## config.mk

```make
export PLATFORM = sky130hd
export DESIGN_NAME = digit_scan_driver
export DESIGN_NICKNAME = d
export VERILOG_FILES = /design/src/rtl/digit_scan_driver_pkg.sv /design/src/rtl/digit_scan_driver_hex_to_seg7.sv /design/src/rtl/digit_scan_driver.sv
export SDC_FILE = /design/constraint.sdc
export NUM_CORES = 1
export LEC_CHECK = 0
export CAP_MARGIN = 30
export CORE_MARGIN = 10
export CORE_UTILIZATION = 35
export DETAILED_ROUTE_END_ITERATION = 12
export DONT_BUFFER_PORTS = 1
export PLACE_DENSITY = 0.6
export RECOVER_POWER = 100
export SYNTH_ARGS = -nofsm -noshare
export SYNTH_HDL_FRONTEND = slang
export SYNTH_SLANG_ARGS = --single-unit
export TNS_END_PERCENT = 5
```

## constraint.sdc

```tcl
create_clock -name Clock -period 2.8 [get_ports Clock]
set_clock_uncertainty 0.1 [all_clocks]
set_input_delay 0.28 -clock Clock [delete_from_list [all_inputs] [get_ports Clock]]
set_output_delay 0.28 -clock Clock [all_outputs]
set_load 0.05 [all_outputs]
```

## src/rtl/digit_scan_driver_pkg.sv

```systemverilog
// digit_scan_pkg: shared constants, hex segment table and one-hot helper for digit_scan_driver
package digit_scan_pkg;
  localparam int BLANK_W = 4;
  localparam logic [3:0] FRAME_START = 4'b0001;
  localparam logic [3:0] LAST_PHASE = 4'b1000;
  // Active-high {g,f,e,d,c,b,a}; entry 15 first so SEG_TABLE[n] is the pattern of hex digit n.
  localparam logic [15:0][6:0] SEG_TABLE = {
    7'h71, 7'h79, 7'h5E, 7'h39, 7'h7C, 7'h77, 7'h6F, 7'h7F,
    7'h07, 7'h7D, 7'h6D, 7'h66, 7'h4F, 7'h5B, 7'h06, 7'h3F
  };
  function automatic logic is_onehot(input logic [3:0] p);
    return (p != 4'd0) && ((p & (p - 4'd1)) == 4'd0);
  endfunction
endpackage

```

## src/rtl/digit_scan_driver_hex_to_seg7.sv

```systemverilog
// hex_to_seg7: combinational hex nibble to active-high 7-segment pattern
//   nibble in  4  hex digit
//   seg    out 7  {g,f,e,d,c,b,a}, active-high
module hex_to_seg7
  import digit_scan_pkg::*;
(
  input  logic [3:0] nibble,
  output logic [6:0] seg
);
  assign seg = SEG_TABLE[nibble];
endmodule

```

## src/rtl/digit_scan_driver.sv

```systemverilog
// digit_scan_driver: multiplexes a frame-latched 16-bit hex value onto four digits driven by a one-hot ring phase
//   Clock      in  1   rising-edge clock
//   Reset_n    in  1   asynchronous active-low reset
//   Phase      in  4   one-hot ring phase, Phase[i] selects digit i
//   Value      in  16  display value, digit i shows Value[4i+3:4i]
//   Dp_in      in  4   decimal point per digit
//   Load       in  1   level request to capture Value/Dp_in at the next frame boundary
//   Load_ack   out 1   one-cycle pulse when Value/Dp_in are captured
//   Frame_tick out 1   one-cycle pulse at each 1000->0001 boundary
//   Anode      out 4   digit enables
//   Seg        out 7   segments {g,f,e,d,c,b,a}
//   Dp         out 1   decimal point of the driven digit
//   Phase_err  out 1   sticky illegal-phase flag
module digit_scan_driver
  import digit_scan_pkg::*;
#(
  parameter int unsigned BLANK_CYCLES = 2,
  parameter bit ACTIVE_LOW = 1'b1
) (
  input  logic        Clock,
  input  logic        Reset_n,
  input  logic [3:0]  Phase,
  input  logic [15:0] Value,
  input  logic [3:0]  Dp_in,
  input  logic        Load,
  output logic        Load_ack,
  output logic        Frame_tick,
  output logic [3:0]  Anode,
  output logic [6:0]  Seg,
  output logic        Dp,
  output logic        Phase_err
);
  localparam logic POL = ACTIVE_LOW;
  localparam logic [BLANK_W-1:0] BLANK_INIT = BLANK_W'(BLANK_CYCLES);
  logic [3:0] phase_q;
  logic [BLANK_W-1:0] cnt_q, cnt_d;
  logic [15:0] shadow, shadow_d;
  logic [3:0] shadow_dp, shadow_dp_d, nibble;
  logic boundary, capture, drive, dp_sel;
  logic [6:0] seg_hi;
  // Outputs are registered from next-state values, so a change sampled at edge k
  // blanks from edge k and drives again exactly BLANK_CYCLES edges later.
  always_comb begin
    boundary = (Phase == FRAME_START) && (phase_q == LAST_PHASE);
    capture = boundary && Load;
    shadow_d = capture ? Value : shadow;
    shadow_dp_d = capture ? Dp_in : shadow_dp;
    cnt_d = (Phase != phase_q) ? BLANK_INIT : (cnt_q != '0 ? cnt_q - 1'b1 : cnt_q);
    drive = (cnt_d == '0) && is_onehot(Phase);
    nibble = ({4{Phase[0]}} & shadow_d[3:0]) | ({4{Phase[1]}} & shadow_d[7:4]) |
             ({4{Phase[2]}} & shadow_d[11:8]) | ({4{Phase[3]}} & shadow_d[15:12]);
    dp_sel = |(Phase & shadow_dp_d);
  end
  hex_to_seg7 u_dec (
    .nibble(nibble),
    .seg(seg_hi)
  );
  always_ff @(posedge Clock or negedge Reset_n) begin
    if (!Reset_n) begin
      phase_q <= '0;
      cnt_q <= '0;
      shadow <= '0;
      shadow_dp <= '0;
      Anode <= {4{POL}};
      Seg <= {7{POL}};
      Dp <= POL;
      Load_ack <= 1'b0;
      Frame_tick <= 1'b0;
      Phase_err <= 1'b0;
    end else begin
      phase_q <= Phase;
      cnt_q <= cnt_d;
      shadow <= shadow_d;
      shadow_dp <= shadow_dp_d;
      Anode <= drive ? (Phase ^ {4{POL}}) : {4{POL}};
      Seg <= drive ? (seg_hi ^ {7{POL}}) : {7{POL}};
      Dp <= drive ? (dp_sel ^ POL) : POL;
      Load_ack <= capture;
      Frame_tick <= boundary;
      Phase_err <= Phase_err | ~is_onehot(Phase);
    end
  end
endmodule

```

# Yosys cells after proc, flatten, opt, wreduce, memory -nomap -nowiden
# Memory sizes are Yosys's and may differ from the RTL's.
# Index checks and enable logic that the tools add are counted.
[word_totals] latchBits=0 inputBits=27 mem_bits_rw=0 n_memories=1 register_bits=43 mem_bits_ro=112 word_cells=48
[memory_table] name="(name not given)" words=16 word_bits=7 read_ports=1 rd_ports_with_merged_regs=0 write_ports=0 line_no="digit_scan_driver_hex_to_seg7.sv:10" source="assign seg = SEG_TABLE[nibble];"
[classes] mul=0 n_addsub=2 muxes=8 n_reduce_logical=9 eq_ne=3 order_cmp=1 div=0 bitwise_logic=14 n_shift=0
[op_table] operator="bitwise AND 4 bit" n=6
[op_table] operator="two-way mux 16 bit" n=1
[op_table] operator="two-way mux 4 bit" n=4
[op_table] operator="two-way mux 7 bit" n=2
[op_table] operator="bitwise OR 4 bit" n=3
[op_table] operator="zero test 4 bit" n=2
[op_table] operator="nonzero test 4 bit" n=2
[op_table] operator="subtractor 4 x 1 -> 4 bit, second input constant" n=2
[op_table] operator="inverter 7 bit" n=1
[op_table] operator="less-than comparator 4 x 5 -> 1 bit, second input constant" n=1
[op_table] operator="== test 4 x 1 -> 1 bit, second input constant" n=1
[op_table] operator="== test 4 bit, second input constant" n=1
[op_table] operator="logical AND 1 bit" n=4
[op_table] operator="inequality test 4 bit" n=1
[op_table] operator="inverter 4 bit" n=1
[op_table] operator="OR reduction 4 bit" n=1
[op_table] operator="inverter 1 bit" n=2
[op_table] operator="two-way mux 1 bit" n=1
[op_table] operator="bitwise OR 1 bit" n=1

# Logic depth before layout (Yosys ltp)
[logic_depth] word_depth=12 mapped_depth=10

# By module
# Synthesis repeated with hierarchy kept, for this count alone.
[unflattened] cells_unflattened=222 area_unflattened_um2=2347.3
[modules_own_cells] module="digit_scan_driver" area_per_inst_um2=2060.7 cells_each=189 instances=1
[modules_own_cells] module="hex_to_seg7" area_per_inst_um2=286.5 cells_each=33 instances=1

# Least setup slack after synthesis
# No wires, ideal clock.
[synth_timing] path_kind="register to register" startpoint="register phase_q[2]" endpoint="register Seg[3]" slack_ns=0.520 path_buffers=0 t_arrival_ns=2.120 synth_period_minus_slack_ns=2.280 setup_time_ns=0.060 path_stages_with_launch=11 path_cell_list="dfrtp_1 > nor4_4 > nand3_2 > mux2_2 > a22oi_1 > nand2_1 > inv_1 > ha_1 > mux2i_1 > mux2_2 > nand2_1"
[synth_between] elab_chain_len=12 elab_cells_between_ends=19 cone_classes="eq/ne: 2; mux: 4; bitwise: 8; reduce/logical: 4; memory: 1"
[synth_rtl] element="start, declared" line_no="digit_scan_driver.sv:35" source="logic [3:0] phase_q;"
[synth_rtl] element="start signal, assigned" line_no="digit_scan_driver.sv:71" source="phase_q <= Phase;"
[synth_rtl] element="== test 4 bit" line_no="digit_scan_driver.sv:44" source="boundary = (Phase == FRAME_START) && (phase_q == LAST_PHASE);"
[synth_rtl] element="logical AND 1 bit" line_no="digit_scan_driver.sv:44"
[synth_rtl] element="logical AND 1 bit" line_no="digit_scan_driver.sv:45" source="capture = boundary && Load;"
[synth_rtl] element="two-way mux 16 bit" line_no="digit_scan_driver.sv:46" source="shadow_d = capture ? Value : shadow;"
[synth_rtl] element="via shadow_d[1]" line_no="digit_scan_driver.sv:37" source="logic [15:0] shadow, shadow_d;"
[synth_rtl] element="bitwise AND 4 bit" line_no="digit_scan_driver.sv:50" source="nibble = ({4{Phase[0]}} & shadow_d[3:0]) | ({4{Phase[1]}} & shadow_d[7:4]) |"
[synth_rtl] element="bitwise OR 4 bit (2 in a row)" line_no="digit_scan_driver.sv:50"
[synth_rtl] element="bitwise OR 4 bit" line_no="digit_scan_driver.sv:51" source="({4{Phase[2]}} & shadow_d[11:8]) | ({4{Phase[3]}} & shadow_d[15:12]);"
[synth_rtl] element="memory read (16 x 7 bit)"
[synth_rtl] element="two-way mux 7 bit (implied by the code)" line_no="digit_scan_driver_hex_to_seg7.sv:10"
[synth_rtl] element="inverter 7 bit (no line)"
[synth_rtl] element="two-way mux 7 bit" line_no="digit_scan_driver.sv:76" source="Seg <= drive ? (seg_hi ^ {7{POL}}) : {7{POL}};"
[synth_rtl] element="end signal, assigned" line_no="digit_scan_driver.sv:65" source="Seg <= {7{POL}};"
[synth_rtl] element="end signal, assigned" line_no="digit_scan_driver.sv:76"
[synth_rtl] element="end, declared" line_no="digit_scan_driver.sv:29" source="output logic [6:0] Seg,"
# The timed path passes the listed nets, and every way through them passes these cells. The select of a mux whose other input is x is not followed.

# Worst setup path in the final report
# Ends and elaborated chain as after synthesis.

==> impl_results.md <==
- Outcome: finished, violations left
- Failing checks: capacitance limit, slew limit
- R2r startpoint: phase_q[2]$_DFF_PN0_
- Commonest cells after routing, fill and taps aside: 31 x dfrtp_1, 20 x mux2_2, 18 x nand2_1
- Syn avg cell area: 11.83 sq um
- Initial antenna violation count: 0
- Worst Setup End Kind: register
- Hpwl dp: 3137 um
- Top-area cell type share of the netlist area: 37.04%
- # DRC: 0
- Finished Cell Area: 0.002356 sq mm
- Clock sinks: 43
- Synth Register Bits: 43
- Synth Instances: 177
- Post-layout util: 40.27%
- Ranking of synthesized cells by area: dfrtp_1 37%, dfstp_2 15%, mux2_2 12%, ha_1 4.2%, nand2_1 3.2%
- CTS tree: yes
- Worst Tran Pin Value: 1.898 ns
- Leakage: 1.024 nW
- Post-synth top flop: dfrtp_1
- IO Count: 42
- Die ar.: 0.009479 sq mm
- Longest Clk Path Bufs: 2
- Share of layout cells above drive strength 1: 20.00%
- Post-synth EDFFs: 0
- DRT Pass-1 Iters: 4
- Slew headroom: -26.73%
- Final Power: 1.367 mW
- Post-DR vias/cell: 5.112
- Peak VDD IR: 0.0003524 V
- Worst Hold Margin: 0.02763 ns
- Fmax: 0.3799 GHz
- Yosys warnings: 0
- Sequential share of the synthesized area: 52.09%
- GRT Resource Usage Total: 9.697%
- Core box area: 0.005851 sq mm
- Fill count: 563
- Mapped Nets: 211
- Placed inst area: 0.002158 sq mm
- Final #Nets: 218
- Crit Path Class: register to register
- Initial Util: 35.80%
- GRT overflow: 0
- Skew-Pair Late Insertion Delay: 0.29 ns
- Fin crit share: 94.00%
- Power Dens Cells: 580.2 mW/mm^2
- Setup TNS: 0 ns
- Arr. time, crit path: 2.78 ns
- Final Critical Period: 2.632 ns
- Global-route wire length before repair: 7555 um
- Setup violations, final: 0
- H-tree levels: 2
- Min-delay src: Value[15]
- Via count: 1,329
- # port buffers: 0
- Largest net degree at the start of global routing: 44
- ANT cells: 0
- Async SR Flop Fraction: 100.0%
- Cell area after synthesis: 0.002095 sq mm
- ANT nets after route: 0
- Die W: 97.36 um
- Cell taking the most area after synthesis: dfrtp_1
- Critical Path Fanout Max: 9
- Fin. max-slew vios: 44
- Number of global-route vias before repair: 1,372
- Final WL: 4626 um
- Max-Cap Viols: 1
- CP startpoint: phase_q[2]$_DFF_PN0_
- Root buffer cell: clkbuf_8
- Most common cell after layout, fill and taps aside: dfrtp_1
- Initial drt markers: 54
- Final Hold Fails: 0
- RePlAce Congestion: 0.7446
- Worst min path class: primary input to register
- Avg WL per Cell: 17.79 um
- FP Rows: 28
- Die H: 97.36 um
- WP data required: 2.95 ns
- Synth unique cells: 40
- RSZ-0062 raised after global routing: false
- Post-CTS setup buffers: 0
- Synth-to-Final Area Change: 12.49%
- Crit start category: register
- TritonCTS Buffers: 5
- Clock transition at the registers of the reported paths: 0.09 ns
-- logic make-up after synthesis --
group	after synthesis	share of synthesized area, %
and+or+nand+nor	49	13.56
DFF	43	52.09
muxes	30	15.95
AOI/OAI and AO/OA	25	7.766
buffers and inverters	17	3.943
adders and majority gates	7	4.181
xor gates and xnor gates	6	2.509
-- cell usage after synthesis, types with 2 or more instances --
master    instances
dfrtp_1          31
mux2_2           22
nand2_1          18
dfstp_2          12
inv_1             8
nand3_1           8
a22oi_1           7
ha_1              7
a21oi_1           6
buf_2             6
mux2i_1           6
nor2_1            5
o21ai_0           5
xnor2_1           5
and2_1            4
nor3b_1           2
o211ai_1          2
-- power breakdown --
group | internal, mW | switching (mW) | total (mW)
Sequential | 0.639 | 0.0125 | 0.651
Combinational | 0.0622 | 0.0712 | 0.133
Clock | 0.356 | 0.227 | 0.582
-- final timing paths --
| path | end | cells past startpoint | slack [ns] |
|---|---|---|---|
| hold / removal | shadow[15]$_DFF_PN0_ | 1 | 0.03 |
| min in group asynchronous | Phase_err$_DFF_PN0_ | 2 | 1.00 |
| setup reg to reg | Seg[3]$_DFF_PN1_ | 10 | 0.17 |
| max in group asynchronous | shadow[7]$_DFF_PN0_ | 2 | 0.50 |
| hold reg to reg | shadow_dp[3]$_DFF_PN0_ | 1 | 0.40 |
| setup / recovery | Seg[3]$_DFF_PN1_ | 10 | 0.17 |
-- state kept, by name, summed over array words and instances (netlist names) --
signal      count
shadow         16
Seg             7
Anode           4
cnt_q           4
phase_q         4
shadow_dp       4
Dp              1
Frame_tick      1
Load_ack        1
Phase_err       1
-- cell type report --
type,count,area [sq um],area share [%]
flip-flops and latches,43,1091,46.31
multi-input cells,117,919.6,39.03
well taps,75,93.84,3.983
repair buffers,9,85.08,3.611
clock buffers,5,68.82,2.921
clock inverters,3,67.56,2.868
inverters,8,30.03,1.275
-- through the flow --
step | setup slack (ns) | std cells
6_report | 0.1680 | 260
5_1_grt | 0.006123 | 260
4_1_cts | 0.1279 | 260
3_5_place_dp | 0.1539 | 246
3_3_place_gp | 0.2098 | 246
2_1_floorplan | 0.5202 | 177
-- critical path, stage by stage (launching register included) --
cell,delay [ns]
dfrtp_1,0.43
nor4_4,0.29
nand3_2,0.25
mux2_2,0.35
a22oi_1,0.16
nand2_1,0.17
inv_1,0.14
ha_1,0.26
mux2i_1,0.11
mux2_2,0.26
nand2_1,0.06
-- timing repair --
action	in CTS	in global routing
setup endpoints to repair	0	4
resized for setup	0	1
endpoints found under the hold margin	51	0
hold buffers	6	0
-- routing by layer --
metal | up-vias | wire [um] | GRT usage, %
met2 | 31 | 2158 | 15.48
met1 | 659 | 2092 | 11.26
met4 | 0 | 48 | 2.908
met5 | - | 0 | 0
li1 | 633 | - | -
met3 | 6 | 327 | 4.552
(Power assumes the default switching activity.)
